## config.mk

```make
export PLATFORM = sky130hd
export DESIGN_NAME = ddr_host_arbiter
export DESIGN_NICKNAME = d
export VERILOG_FILES = /design/src/rtl/ddr_host_arbiter.sv
export SDC_FILE = /design/constraint.sdc
export NUM_CORES = 1
export LEC_CHECK = 0
export BUFFER_PORTS_ARGS = -buffer_cell sky130_fd_sc_hd__buf_2
export CAP_MARGIN = 20
export CELL_PAD_IN_SITES_DETAIL_PLACEMENT = 1
export CELL_PAD_IN_SITES_GLOBAL_PLACEMENT = 1
export CORE_ASPECT_RATIO = 0.7
export CORE_UTILIZATION = 51
export DETAILED_ROUTE_END_ITERATION = 8
export GPL_ROUTABILITY_DRIVEN = 0
export PLACE_DENSITY = 0.88
export SETUP_SLACK_MARGIN = 0.1
export SLEW_MARGIN = 10
export SYNTH_ARGS = -nofsm -noshare
export SYNTH_HDL_FRONTEND = slang
export SYNTH_SLANG_ARGS = --single-unit
```

## constraint.sdc

```tcl
create_clock -name CK_t -period 5.37 [get_ports CK_t]
set_input_delay 0.2685 -clock CK_t [delete_from_list [all_inputs] [get_ports CK_t]]
set_output_delay 0.2685 -clock CK_t [all_outputs]
set_load 0.05 [all_outputs]
```

## src/rtl/ddr_host_arbiter.sv

```systemverilog
// Multi-port DDR host front end: per-port request FIFOs, round-robin command issue,
// in-order read return and drained mode-register update. Optional macro RD_PRIORITY_EN.
module ddr_host_arbiter #(
    parameter int unsigned NUM_PORTS  = 4,
    parameter int unsigned FIFO_DEPTH = 4,
    parameter int unsigned ADDR_W     = 32,
    parameter int unsigned DATA_W     = 64,
    parameter int unsigned TAG_DEPTH  = 8
) (
    input  logic                        CK_t,
    input  logic                        reset_n,
    input  logic [NUM_PORTS*3-1:0]      host_req,
    input  logic [NUM_PORTS*ADDR_W-1:0] host_addr,
    input  logic [NUM_PORTS*DATA_W-1:0] host_wdata,
    output logic [NUM_PORTS-1:0]        host_rdy,
    output logic [NUM_PORTS-1:0]        host_rd_valid,
    output logic [DATA_W-1:0]           host_rd_data,
    output logic                        ctrl_valid,
    output logic [2:0]                  ctrl_req,
    output logic [ADDR_W-1:0]           ctrl_addr,
    output logic [DATA_W-1:0]           ctrl_wdata,
    input  logic                        cmd_rdy,
    input  logic                        ctrl_rd_valid,
    input  logic [DATA_W-1:0]           ctrl_rd_data,
    input  logic                        cfg_update,
    input  logic [2:0]                  cfg_CL,
    input  logic [1:0]                  cfg_AL,
    input  logic [2:0]                  cfg_BL,
    input  logic [2:0]                  cfg_CWL,
    input  logic                        cfg_RD_PRE,
    input  logic                        cfg_WR_PRE,
    output logic [2:0]                  CL,
    output logic [1:0]                  AL,
    output logic [2:0]                  BL,
    output logic [2:0]                  CWL,
    output logic                        RD_PRE,
    output logic                        WR_PRE,
    output logic                        mrs_update,
    output logic                        rd_err
);

    localparam int unsigned PW  = (NUM_PORTS > 1) ? $clog2(NUM_PORTS) : 1;
    localparam int unsigned FW  = $clog2(FIFO_DEPTH);
    localparam int unsigned CW  = FW + 1;
    localparam int unsigned TW  = $clog2(TAG_DEPTH);
    localparam int unsigned TCW = TW + 1;
    localparam logic [2:0] REQ_WRITE = 3'b001;
    localparam logic [2:0] REQ_READ  = 3'b010;

    typedef struct packed {
        logic              rd;
        logic [ADDR_W-1:0] addr;
        logic [DATA_W-1:0] wdata;
    } req_t;

    typedef struct packed {
        logic [2:0] cl;
        logic [1:0] al;
        logic [2:0] bl;
        logic [2:0] cwl;
        logic       rd_pre;
        logic       wr_pre;
    } mode_t;

    typedef enum logic [1:0] {ST_ISSUE, ST_DRAIN, ST_MRS} state_t;

    req_t            r_fifo [NUM_PORTS][FIFO_DEPTH];
    logic [FW-1:0]   r_wp   [NUM_PORTS];
    logic [FW-1:0]   r_rp   [NUM_PORTS];
    logic [CW-1:0]   r_cnt  [NUM_PORTS];
    logic [PW-1:0]   r_tag_mem [TAG_DEPTH];
    logic [TW-1:0]   r_tag_wp, r_tag_rp;
    logic [TCW-1:0]  r_tag_cnt;
    logic [PW-1:0]   r_ptr;
    state_t          r_state, w_state_nxt;
    logic            r_pending, w_pend_nxt;
    mode_t           r_shadow, r_mode, w_cfg, w_shadow_nxt;
    logic            r_mrs_update, r_rd_err;
    logic            r_ctrl_valid;
    logic [2:0]      r_ctrl_req;
    logic [ADDR_W-1:0] r_ctrl_addr;
    logic [DATA_W-1:0] r_ctrl_wdata;
    logic [NUM_PORTS-1:0] r_host_rd_valid;
    logic [DATA_W-1:0]    r_host_rd_data;

    req_t                 w_in   [NUM_PORTS];
    req_t                 w_head [NUM_PORTS];
    req_t                 w_gh;
    logic [NUM_PORTS-1:0] w_rdy, w_push, w_pop, w_elig;
    logic                 w_tag_room, w_tag_pop, w_tag_push;
    logic                 w_load, w_take, w_apply;
    logic                 w_grant_vld;
    logic [PW-1:0]        w_grant_idx;

    function automatic logic [PW-1:0] f_wrap(input logic [PW-1:0] base, input int unsigned off);
        int unsigned s;
        s = 32'(base) + off;
        if (s >= NUM_PORTS) s = s - NUM_PORTS;
        return PW'(s);
    endfunction

    assign w_cfg      = {cfg_CL, cfg_AL, cfg_BL, cfg_CWL, cfg_RD_PRE, cfg_WR_PRE};
    // A pop on this edge frees a slot, so a full tag FIFO can still accept a READ grant.
    assign w_tag_room = (r_tag_cnt != TCW'(TAG_DEPTH)) || ctrl_rd_valid;
    assign w_tag_pop  = ctrl_rd_valid && (r_tag_cnt != '0);
    assign w_take     = w_load && w_grant_vld;
    assign w_gh       = w_head[w_grant_idx];
    assign w_tag_push = w_take && w_gh.rd;

    // Per-port head, readiness, push and eligibility.
    always_comb begin
        w_rdy  = '0;
        w_push = '0;
        w_elig = '0;
        for (int unsigned i = 0; i < NUM_PORTS; i++) begin
            w_in[i].rd    = (host_req[i*3 +: 3] == REQ_READ);
            w_in[i].addr  = host_addr[i*ADDR_W +: ADDR_W];
            w_in[i].wdata = host_wdata[i*DATA_W +: DATA_W];
            w_head[i]     = r_fifo[i][r_rp[i]];
            w_rdy[i]      = (r_cnt[i] != CW'(FIFO_DEPTH));
            w_push[i]     = w_rdy[i] && ((host_req[i*3 +: 3] == REQ_WRITE) ||
                                         (host_req[i*3 +: 3] == REQ_READ));
            w_elig[i]     = (r_cnt[i] != '0) && (!w_head[i].rd || w_tag_room);
        end
    end

    // Round-robin search from the pointer.
    always_comb begin
        logic [PW-1:0] v_idx;
        v_idx       = r_ptr;
        w_grant_vld = 1'b0;
        w_grant_idx = r_ptr;
`ifdef RD_PRIORITY_EN
        for (int unsigned k = 0; k < NUM_PORTS; k++) begin
            v_idx = f_wrap(r_ptr, k);
            if (!w_grant_vld && w_elig[v_idx] && w_head[v_idx].rd) begin
                w_grant_vld = 1'b1;
                w_grant_idx = v_idx;
            end
        end
`endif
        for (int unsigned k = 0; k < NUM_PORTS; k++) begin
            v_idx = f_wrap(r_ptr, k);
            if (!w_grant_vld && w_elig[v_idx]) begin
                w_grant_vld = 1'b1;
                w_grant_idx = v_idx;
            end
        end
    end

    always_comb begin
        w_pop = '0;
        for (int unsigned i = 0; i < NUM_PORTS; i++) begin
            w_pop[i] = w_take && (w_grant_idx == PW'(i));
        end
    end

    always_ff @(posedge CK_t) begin
        if (!reset_n) r_state <= ST_ISSUE;
        else          r_state <= w_state_nxt;
    end

    always_comb begin
        w_state_nxt  = r_state;
        w_load       = 1'b0;
        w_apply      = 1'b0;
        w_pend_nxt   = r_pending;
        w_shadow_nxt = cfg_update ? w_cfg : r_shadow;
        case (r_state)
            ST_ISSUE: begin
                w_load = !cfg_update && (!r_ctrl_valid || cmd_rdy);
                if (cfg_update) begin
                    w_pend_nxt  = 1'b1;
                    w_state_nxt = ST_DRAIN;
                end
            end
            ST_DRAIN: begin
                if (!r_ctrl_valid && (r_tag_cnt == '0)) begin
                    w_apply     = 1'b1;
                    w_state_nxt = ST_MRS;
                end
            end
            ST_MRS: begin
                if (cfg_update) begin
                    w_state_nxt = ST_DRAIN;
                end else begin
                    w_pend_nxt  = 1'b0;
                    w_state_nxt = ST_ISSUE;
                end
            end
            default: w_state_nxt = ST_ISSUE;
        endcase
    end

    // Storage arrays carry no reset; pointers and counts define their contents.
    always_ff @(posedge CK_t) begin
        for (int unsigned i = 0; i < NUM_PORTS; i++) begin
            if (w_push[i]) r_fifo[i][r_wp[i]] <= w_in[i];
        end
        if (w_tag_push) r_tag_mem[r_tag_wp] <= w_grant_idx;
    end

    always_ff @(posedge CK_t) begin
        if (!reset_n) begin
            for (int unsigned i = 0; i < NUM_PORTS; i++) begin
                r_wp[i]  <= '0;
                r_rp[i]  <= '0;
                r_cnt[i] <= '0;
            end
            r_tag_wp        <= '0;
            r_tag_rp        <= '0;
            r_tag_cnt       <= '0;
            r_ptr           <= '0;
            r_pending       <= 1'b0;
            r_shadow        <= '0;
            r_mode          <= '0;
            r_mrs_update    <= 1'b0;
            r_rd_err        <= 1'b0;
            r_ctrl_valid    <= 1'b0;
            r_ctrl_req      <= '0;
            r_ctrl_addr     <= '0;
            r_ctrl_wdata    <= '0;
            r_host_rd_valid <= '0;
            r_host_rd_data  <= '0;
        end else begin
            for (int unsigned i = 0; i < NUM_PORTS; i++) begin
                if (w_push[i]) r_wp[i] <= r_wp[i] + FW'(1);
                if (w_pop[i])  r_rp[i] <= r_rp[i] + FW'(1);
                r_cnt[i] <= r_cnt[i] + CW'(w_push[i]) - CW'(w_pop[i]);
            end

            if (w_load) begin
                if (w_grant_vld) begin
                    r_ctrl_valid <= 1'b1;
                    r_ctrl_req   <= w_gh.rd ? REQ_READ : REQ_WRITE;
                    r_ctrl_addr  <= w_gh.addr;
                    r_ctrl_wdata <= w_gh.wdata;
                    r_ptr        <= f_wrap(w_grant_idx, 1);
                end else begin
                    r_ctrl_valid <= 1'b0;
                end
            end else if (r_ctrl_valid && cmd_rdy) begin
                r_ctrl_valid <= 1'b0;
            end

            if (w_tag_push) r_tag_wp <= r_tag_wp + TW'(1);
            if (w_tag_pop)  r_tag_rp <= r_tag_rp + TW'(1);
            r_tag_cnt <= r_tag_cnt + TCW'(w_tag_push) - TCW'(w_tag_pop);

            r_host_rd_valid <= w_tag_pop ? (NUM_PORTS'(1) << r_tag_mem[r_tag_rp]) : '0;
            r_host_rd_data  <= w_tag_pop ? ctrl_rd_data : '0;
            r_rd_err        <= r_rd_err | (ctrl_rd_valid && (r_tag_cnt == '0));

            r_shadow     <= w_shadow_nxt;
            r_pending    <= w_pend_nxt;
            r_mrs_update <= w_apply;
            if (w_apply) r_mode <= w_shadow_nxt;
        end
    end

    assign host_rdy      = w_rdy;
    assign host_rd_valid = r_host_rd_valid;
    assign host_rd_data  = r_host_rd_data;
    assign ctrl_valid    = r_ctrl_valid;
    assign ctrl_req      = r_ctrl_req;
    assign ctrl_addr     = r_ctrl_addr;
    assign ctrl_wdata    = r_ctrl_wdata;
    assign CL            = r_mode.cl;
    assign AL            = r_mode.al;
    assign BL            = r_mode.bl;
    assign CWL           = r_mode.cwl;
    assign RD_PRE        = r_mode.rd_pre;
    assign WR_PRE        = r_mode.wr_pre;
    assign mrs_update    = r_mrs_update;
    assign rd_err        = r_rd_err;

endmodule

```

# Word level (Yosys, flattened, before mapping)
# Memories as Yosys holds them, arrays and structs flattened. A register that Yosys moved wholly into a read port is not among the register bits.
# Cells that the tools add are included.
[totals]
regBits = 210
latchBits = 0
ram_bits = 1596
romBits = 0
in_bits = 478
elab_cells = 283
mem_count = 5
[op_classes]
addsub = 29
mul = 0
div = 0
n_lt_le_gt_ge = 22
n_eq_ne = 20
shifts = 1
n_mux = 102
bitwise = 22
reduce_logical = 57
[memory_table]
columns = ["name", "words", "word_bits", "rd", "rd_ports_with_merged_regs", "write_ports", "line_no", "rtl"]
rows = [
  ["r_fifo", 4, 388, 4, 0, 4, "67", "req_t r_fifo [NUM_PORTS][FIFO_DEPTH];"],
  ["r_tag_mem", 8, 2, 1, 1, 1, "71", "logic [PW-1:0] r_tag_mem [TAG_DEPTH];"],
  ["r_cnt", 4, 3, 4, 0, 4, "70", "logic [CW-1:0] r_cnt [NUM_PORTS];"],
  ["r_rp", 4, 2, 4, 0, 4, "69", "logic [FW-1:0] r_rp [NUM_PORTS];"],
  ["r_wp", 4, 2, 4, 0, 4, "68", "logic [FW-1:0] r_wp [NUM_PORTS];"],
]
[op_table]
columns = ["operator", "n"]
rows = [
  ["2-to-1 mux 388 bit", 4],
  ["2-to-1 mux 97 bit", 14],
  ["binary-select mux 97 bit (select 2 bit)", 5],
  ["demux 97 bit (select 2 bit)", 4],
  ["2-to-1 mux 1 bit", 43],
  ["2-to-1 mux 2 bit", 20],
  [">= comparator 3 bit (second input constant)", 13],
  ["NOT 2 -> 3 bit", 9],
  ["logical AND 1 bit", 26],
  ["2-to-1 mux 3 bit", 6],
  ["adder 2 x 1 -> 2 bit (second input constant)", 8],
  ["2-to-1 mux 13 bit", 1],
  ["OR 1 bit", 13],
  ["adder 3 x 1 -> 3 bit", 4],
  ["equality test 3 x 1 -> 1 bit (second input constant)", 4],
  ["equality test 3 x 2 -> 1 bit (second input constant)", 4],
  ["< comparator 2 x 3 -> 1 bit (second input constant)", 4],
  ["< comparator 3 x 1 -> 1 bit (second input constant)", 4],
  ["inequality test 3 bit (second input constant)", 4],
  ["nonzero test 3 bit", 4],
  ["subtractor 3 x 1 -> 3 bit", 4],
  ["logical OR 1 bit", 10],
  ["subtractor 2 x 1 -> 2 bit (second input constant)", 5],
  ["logical NOT 1 bit", 9],
  ["other kinds (18)", 31],
]

# Depth between registers and ports, before layout
# Gate-level depths: netlist (run 1).
# An unclocked memory read counts as a cell.
[logic_depth]
ltp_word = 27
mapped_depth = 19
mapped_depth_nobuf = 18

# Worst setup path after synthesis (run 1)
# No wires, ideal clock.
[synth_path]
path_kind = "register to register"
from = "mem r_rp[0][0] (netlist name)"
to = "mem r_cnt[2][2] (netlist name)"
setup_ns = 0.115
arrival_ns = 3.814
slack_ns = 1.441
path_stages_with_launch = 19
path_buffers = 3
period_less_slack_ns = 3.929
cell_sequence = "edfxtp_1 -> buf_2 -> mux4_2 -> a211o_1 -> a211o_1 -> nand3_2 -> buf_4 -> buf_4 -> inv_1 -> ha_1 -> and2_1 -> ha_1 -> inv_1 -> ha_1 -> inv_1 -> fa_1 -> xnor2_1 -> xnor2_1 -> and2_1"
[synth_rtl]
columns = ["element", "line_no"]
rows = [
  ["from (decl)", "69"],
  ["to (decl)", "70"],
]

==> qor.yml, run 1 <==
status: "finished, final reports clean"
fin_cells: 6289
die_h_um: 307.4
route.detailed.wl_per_inst_um: 37.75
cts_hold_buf: 475
crit_required_ps: 6080
grt_pass1_wl_mm: 332.1
p_clk_share_pct: 31.2
grt_max_degree: 98
total_power_mw: 39.92
p_sw_mw: 13.08
critPathMaxFanout: 13
post-place-ws_ps: 1023
whs_ps: 126.6
path_cells: "inv_1, ha_1, nor4b_2, a21o_1, a311o_1, nand3_4, inv_1, ha_1, and2_1, ha_1, inv_1, ha_1, inv_1, fa_1, xnor2_1, xnor2_1, and2_1"
pwr-share-comb_pct: 26.8
grt_pass1_vias: 44220
yosysMostFrequentCell: "edfxtp_1"
finalWorstSetupSlack_ps: 584.3
gr-total-overflow: 0
synthArstFlopShare_pct: 0
cts_setup_buffers: 0
dieArea_um2: 134700
finalCriticalPeriod_ps: 4786
seqPwrFrac_pct: 42.0
switching_share_pct: 32.76
cts_sinks: 1808
max_clock_freq_mhz: 209.0
syn_nets: 3670
crit_type: "reg -> reg"
synth_top_area_share_pct: 70.00
cap_violations: 0
fp-row-count: 111
p_int_mw: 26.84
finalMaxSlewViolations: 0
start_util_pct: 51.67
yosys-top-cells-area: "edfxtp_1 70%, mux4_2 13%, dfxtp_1 6.6%, mux2i_1 3.1%, and2_1 0.99%"
drtIter0Drc: 5540
slew_headroom_pct: 16.10
placed_area_um2: 73470
clk_pin_slew_ps: 80
critical-path-max-stage-delay_ps: 610
slowest_stage: "nor4b_2"
syn_area_per_cell_um2: 21.57
finClkSkew_ps: 55.67
post-route-cell-area_um2: 83830
ys_types: 53
syn_area_um2: 67950
cts.path.max_buffers: 3
yosys_warnings: 0
hold_violations: 0
areaGrowthSynthToFinish_pct: 23.36
synth_top_area_cell: "edfxtp_1"
worstPathArrival_ps: 5490
boundaryPins: 665
critPathLaunchType: "flip-flop"
p_leak_nw: 29.86
path_buf_inv: 4
numCtsBuffers: 166
dp.cells: 5459
port_buffers: 663
layout.nets: 4873
rsz0062_at_grt: "false"
yosys_most_used_dff: "edfxtp_1"
dp_hpwl_mm: 122.4
cp-end-kind: "flip-flop"
grtUsageTotal_pct: 35.13
cts_tree: "built"
antenna_found_initial: 48
synth-seq-cells: 1808
fin_crit_sh_pct: 89.12
die_x_um: 438.3
hold_path_class: "in -> reg"
synth-seq-area-share_pct: 76.60
totalWireLength_mm: 237.4
pwr_density_cell_nw_per_um2: 476.2
critPathTopFamily: "simple AND/OR/NAND/NOR gates"
worstMarginPinSlew_ps: 1258
htree_num_levels: 4
yosys-top-cells-count: "1584 x edfxtp_1, 392 x mux4_2, 224 x dfxtp_1"
fin_tns_setup_ps: 0
drive_gt1_share_pct: 31.75
clk_latency_ps: 850
ant_nets: 0
cts-root-buf: "clkbuf_16"
setup_viol: 0
finish.utilization_pct: 63.74
synth_cells: 3151
dr.pass1.iters: 6
vias_per_cell: 6.453
num_vias: 40580
cts_resized: 0
ir_drop_v: 0.0005701
fillers: 11080
synth_edf_count: 1584
drc_errors: 0
core_area_um2: 131500
-- final cells by class --
class,count,area (um^2),share of cell area [%]
clock inverters,78,859.6,1.025
multi-input cells,1133,15040,17.94
diodes,44,110.1,0.1313
clock buffers,230,4557,5.436
flip-flops and latches,1808,52050,62.09
repair buffers,1210,8895,10.61
well taps,1751,2191,2.613
inverters,35,131.4,0.1567
-- state kept, by name, indices dropped and copies added, names as in the netlist, 3 cells and up, named ones only --
| signal | cells |
|---|---|
| BL | 3 |
| CL | 3 |
| CWL | 3 |
| ctrl_addr | 32 |
| ctrl_wdata | 64 |
| host_rd_data | 64 |
| host_rd_valid | 4 |
| r_cnt | 12 |
| r_fifo | 1552 |
| r_rp | 8 |
| r_shadow | 13 |
| r_tag_cnt | 4 |
| r_tag_mem | 16 |
| r_tag_rp | 3 |
| r_tag_wp | 3 |
| r_wp | 8 |
-- logic make-up after synthesis --
logic type                 count (synthesis)  share of synthesized area [%]
AOI/OAI and AO/OA                        141                          2.143
DFF                                     1808                          76.60
other                                      1                       0.005519
adders and majority gates                 41                         0.8102
muxes                                    603                          16.10
and+or+nand+nor                          327                          2.698
buffers and inverters                    210                          1.388
xor gates and xnor gates                  20                         0.2578
-- power groups by stage --
stage	combinational, mW	sequential, mW	clock, mW
after global routing	11.0	16.8	12.9
after CTS	10.2	16.7	12.1
after detailed placement	9.72	16.9	0
after floorplan	6.05	17.6	0
final	10.7	16.8	12.5
after global placement	9.25	16.9	0
-- cells in the final DEF (no fill, tap or decap), types with 5 or more instances in the layout --
cell,count
clkbuf_8,12
nor2b_1,21
diode_2,44
and2_4,16
and2_1,91
nand3_1,97
edfxtp_1,1584
clkbuf_16,168
nand2_1,35
clkinv_2,18
inv_1,33
buf_2,663
nor3b_1,8
o221ai_2,39
bufinv_16,13
nand2b_1,11
clkinvlp_4,5
fa_1,5
mux2i_1,211
o221ai_1,58
mux4_2,392
xor2_1,5
dlygate4sd3_1,475
buf_4,50
dfxtp_1,224
clkbuf_1,50
xnor2_1,15
buf_12,19
nor2_1,19
and3_1,13
ha_1,36
inv_6,7
o211a_1,14
clkinv_1,25
-- worst reg2reg max path, stage by stage (launching register included) --
cell,delay (ps)
dfxtp_1,330
inv_1,160
ha_1,180
nor4b_2,610
a21o_1,380
a311o_1,400
nand3_4,360
inv_1,420
ha_1,210
and2_1,170
ha_1,260
inv_1,70
ha_1,160
inv_1,60
fa_1,410
xnor2_1,160
xnor2_1,150
and2_1,180
-- path summary, 6_finish.rpt --
| kind | startpoint | endpoint | slack [ps] | cells after the start |
|---|---|---|---|---|
| max | r_tag_cnt[2] | r_cnt[2][2] | 580 | 17 |
| min | cfg_update | r_shadow[0] | 130 | 3 |
| max reg2reg | r_tag_cnt[2] | r_cnt[2][2] | 580 | 17 |
| min reg2reg | ctrl_req[1] | ctrl_req[1] | 490 | 2 |
-- metal layers --
metal / GRT usage (%) / wire length [um] / part of all wire (%) / up-vias
met5: 0 / 107 / 0.045 / -
li1: - / - / - / 15450
met1: 42.57 / 83240 / 35 / 21200
met3: 7.102 / 20570 / 8.7 / 733
met4: 16.58 / 10960 / 4.6 / 18
met2: 60.59 / 122500 / 52 / 3185
Note: power is estimated with default switching activity, not from simulation.
==> inputs of run 2 (changes only) <==
- CORE_UTILIZATION: 51 -> 54
- CTS_BUF_LIST: default -> sky130_fd_sc_hd__clkbuf_4
- PLACE_DENSITY: 0.88 -> 0.92
==> run 2 against run 1 <==
Net effect:
- the flow now stops in 5_1_grt
- area after synthesis is the same
- synthesized cell count is the same
==> qor.yml, run 2 <==
gr-total-overflow: 33
worstEpCategory: "register data pin"
haltStage: "5_1_grt"
yosys_most_used_dff: "edfxtp_1"  # unchanged
syn_area_per_cell_um2: 21.57  # unchanged
die_x_um: 426.0  # was 438.3 um
status: "stopped before the end"  # was finished, final reports clean
grt_repair_worst_endpoint: "r_cnt[2][2]$_SDFF_PN0_/D"
numCtsBuffers: 425  # was 166
ys_types: 53  # unchanged
stop_error: "[ERROR GRT-0232] Routing congestion too high. Check the congestion heatmap in the GUI."
start_util_pct: 54.66  # was 51.67%
synth_top_area_share_pct: 70.00  # unchanged
dp_hpwl_mm: 120.7  # was 122.4 mm
cts-root-buf: "clkbuf_4"  # was clkbuf_16
yosys-top-cells-area: "edfxtp_1 70%, mux4_2 13%, dfxtp_1 6.6%, mux2i_1 3.1%, and2_1 0.99%"  # unchanged
yosysMostFrequentCell: "edfxtp_1"  # unchanged
syn_area_um2: 67950  # unchanged
grtUsageTotal_pct: 68.70
synth_top_area_cell: "edfxtp_1"  # unchanged
synth-seq-cells: 1808  # unchanged
die_h_um: 298.8  # was 307.4 um
cts_setup_buffers: 0  # unchanged
cts.path.max_buffers: 4  # was 3
cts_sinks: 1808  # unchanged
synth_cells: 3151  # unchanged
htree_num_levels: 5  # was 4
antenna_found_initial: 94
syn_nets: 3670  # unchanged
yosys-top-cells-count: "1584 x edfxtp_1, 392 x mux4_2, 224 x dfxtp_1"  # unchanged
yosys_warnings: 0  # unchanged
synth-seq-area-share_pct: 76.60  # unchanged
grt_max_degree: 99
port_buffers: 663  # unchanged
synthArstFlopShare_pct: 0  # unchanged
boundaryPins: 665  # unchanged
fp-row-count: 108  # was 111
synth_edf_count: 1584  # unchanged
==> run 2: metal layers <==
metal  GRT overflow  global-route usage [%]
met5              1                   30.52
met4             19                   62.23
met3              2                   51.08
met2              8                   85.92
met1              3                   71.60
==> run 2: through the flow <==
stage | instance area [um^2] | cells | worst slack (ps) | hold slack [ps]
2_1_floorplan | 67950 | 3151 | 1441 | 367.4
3_3_place_gp | 73340 | 5347 | 1114 | 451.1
3_5_place_dp | 73340 | 5347 | 865.6 | 453.1
4_1_cts | 89300 | 7158 | 653.0 | 13.55
==> run 2: repair_timing <==
| item | CTS |
|---|---|
| hold endpoints to repair | 2512 |
| gates resized for setup | 0 |
| hold buffers | 1045 |
==> run 2: cell families after synthesis <==
logic type               share of synthesized area (%)
AND/OR/NAND/NOR                                  2.698
adder cells (fa/ha/maj)                         0.8102
buffers and inverters                            1.388
AO/OA/AOI/OAI                                    2.143
multiplexers                                     16.10
other                                         0.005519
flip-flops                                       76.60
XOR/XNOR                                        0.2578
==> inputs of run 3 (changes only) <==
- CELL_PAD_IN_SITES_DETAIL_PLACEMENT: 1 -> default
- CELL_PAD_IN_SITES_GLOBAL_PLACEMENT: 1 -> default
- CORE_ASPECT_RATIO: 0.7 -> default
- CORE_UTILIZATION: 54 -> 40
- CTS_BUF_LIST: sky130_fd_sc_hd__clkbuf_4 -> default
- PLACE_DENSITY: 0.92 -> default
- PLACE_DENSITY_LB_ADDON: default -> 0.15
- SETUP_SLACK_MARGIN: 0.1 -> default
==> run 3 against run 2 <==
Net effect:
- the run now ends clean
==> qor.yml, run 3 (synthesis gave the netlist of run 1 again) <==
fillers: 13610
port_buffers: 663  # unchanged
slew_headroom_pct: 27.03
cts.path.max_buffers: 3  # was 4
route.detailed.wl_per_inst_um: 27.36
crit_type: "reg -> reg"
dp_hpwl_mm: 111.7  # was 120.7 mm
drtIter0Drc: 2810
drive_gt1_share_pct: 32.46
cp-end-kind: "flip-flop"
pwr_density_cell_nw_per_um2: 463.5
worstPathArrival_ps: 4900
cap_violations: 0
whs_ps: 121.1
fin_cells: 6784
worstMarginPinSlew_ps: 1094
crit_required_ps: 6070
finClkSkew_ps: 27.26
critPathTopFamily: "simple AND/OR/NAND/NOR gates"
critPathLaunchType: "flip-flop"
antenna_found_initial: 37
core_area_um2: 168000
hold_path_class: "in -> reg"
final_cell_mix: "1584 x edfxtp_1, 662 x buf_2, 498 x dlygate4sd3_1"
ant_nets: 0
clk_latency_ps: 830
path_buf_inv: 4
fin_crit_sh_pct: 78.04
num_vias: 35620
cts_setup_buffers: 0  # unchanged
rsz0062_at_grt: "false"
cts_resized: 0  # unchanged
clk_pin_slew_ps: 60
fp-row-count: 150  # was 108
mostFrequentLayoutCell: "edfxtp_1"
dp.cells: 5911  # was 5347
finalCriticalPeriod_ps: 4191
max_clock_freq_mhz: 238.6
cts_tree: "built"
largest_register_ffs: 1552
grt_pass1_wl_mm: 268.4
vias_per_cell: 5.250
cts_hold_buf: 498  # was 1045
setup_viol: 0
critPathMaxFanout: 12
gr-total-overflow: 0
ir_drop_v: 0.0009203
finalMaxSlewViolations: 0
fin_tns_setup_ps: 0
cts_sinks: 1808  # unchanged
p_leak_nw: 30.38
areaGrowthSynthToFinish_pct: 25.64
dr.pass1.iters: 5
path_cells: "inv_1, ha_1, nor4b_2, a21o_1, nand3_1, a221o_1, nor2_4, inv_2, ha_1, and2_1, ha_1, inv_1, ha_1, inv_1, fa_1, xnor2_1, xnor2_1, and2_1"
start_util_pct: 40.45  # was 54.66%
slowest_stage: "nor4b_2"
layout.nets: 4916
grt_pass1_vias: 37960
die_h_um: 414.2  # was 298.8 um
drc_errors: 0
die_x_um: 414.2  # was 426.0 um
status: "finished, final reports clean"  # was stopped before the end
totalWireLength_mm: 185.6
critical-path-max-stage-delay_ps: 570
cp_common_cell: "ha_1"
grt_max_degree: 109
hold_violations: 0
cts-root-buf: "clkbuf_16"  # was clkbuf_4
boundaryPins: 665  # unchanged
htree_num_levels: 4  # was 5
numCtsBuffers: 190  # was 425
grtUsageTotal_pct: 21.62
dieArea_um2: 171500
[run 3: power breakdown]
part	leakage, nW	switching (mW)	internal, mW	total, mW
registers	16.2	0.330	16.3	16.6
logic	11.1	5.92	3.92	9.84
clock network	3.06	5.56	7.57	13.1
[run 3: final timing paths]
path	endpoint	startpoint	slack [ps]	depth (start not counted)
min reg2reg	ctrl_wdata[13]	ctrl_wdata[13]	480	2
min	r_wp[1][1]	host_req[5]	120	4
max	r_cnt[2][2]	r_tag_cnt[2]	1180	18
max reg2reg	r_cnt[2][2]	r_tag_cnt[2]	1180	18
[run 3: routing by layer]
| metal | part of all wire, % | GRT usage (%) | wire length, um | vias to the layer above |
|---|---|---|---|---|
| met5 | 0.069 | 0 | 128 | - |
| met4 | 2.2 | 5.784 | 4111 | 22 |
| met3 | 4.8 | 3.919 | 8988 | 275 |
| met2 | 51 | 37.52 | 95190 | 987 |
| met1 | 42 | 27.88 | 77210 | 18770 |
| li1 | - | - | - | 15570 |
[run 3: layout make-up]
class	count	area, um^2	area share (%)
diodes	18	45.04	0.05276
clock buffers	248	5238	6.135
clock inverters	109	1030	1.206
inverters	35	131.4	0.1539
multi-input cells	1133	15040	17.62
flip-flops and latches	1808	52050	60.97
well taps	2204	2758	3.230
repair buffers	1229	9082	10.64
[run 3: per-stage QoR]
| step | area [um^2] | setup WS, ps | utilization (%) | total power [mW] |
|---|---|---|---|---|
| 3_5_place_dp | 74070 | 967.8 | 44.10 | 26.55 |
| 4_1_cts | 85320 | 967.1 | 50.80 | 40.03 |
| 6_report | 85380 | 1179 | 50.83 | 39.58 |
| 3_3_place_gp | 74070 | 1058 | 44.10 | 26.38 |
| 5_1_grt | 85370 | 813.1 | 50.83 | 41.08 |
| 2_1_floorplan | 67950 | 1441 | - | 23.67 |
[run 3: worst register-to-register path: cells and delay by family, from the launching register on]
family          cells  cell delay [ps]
buf+inv             4              330
fa+ha+maj           5             1150
flops               1              300
simple gates        5             1340
xor+xnor            2              270
compound gates      2              710
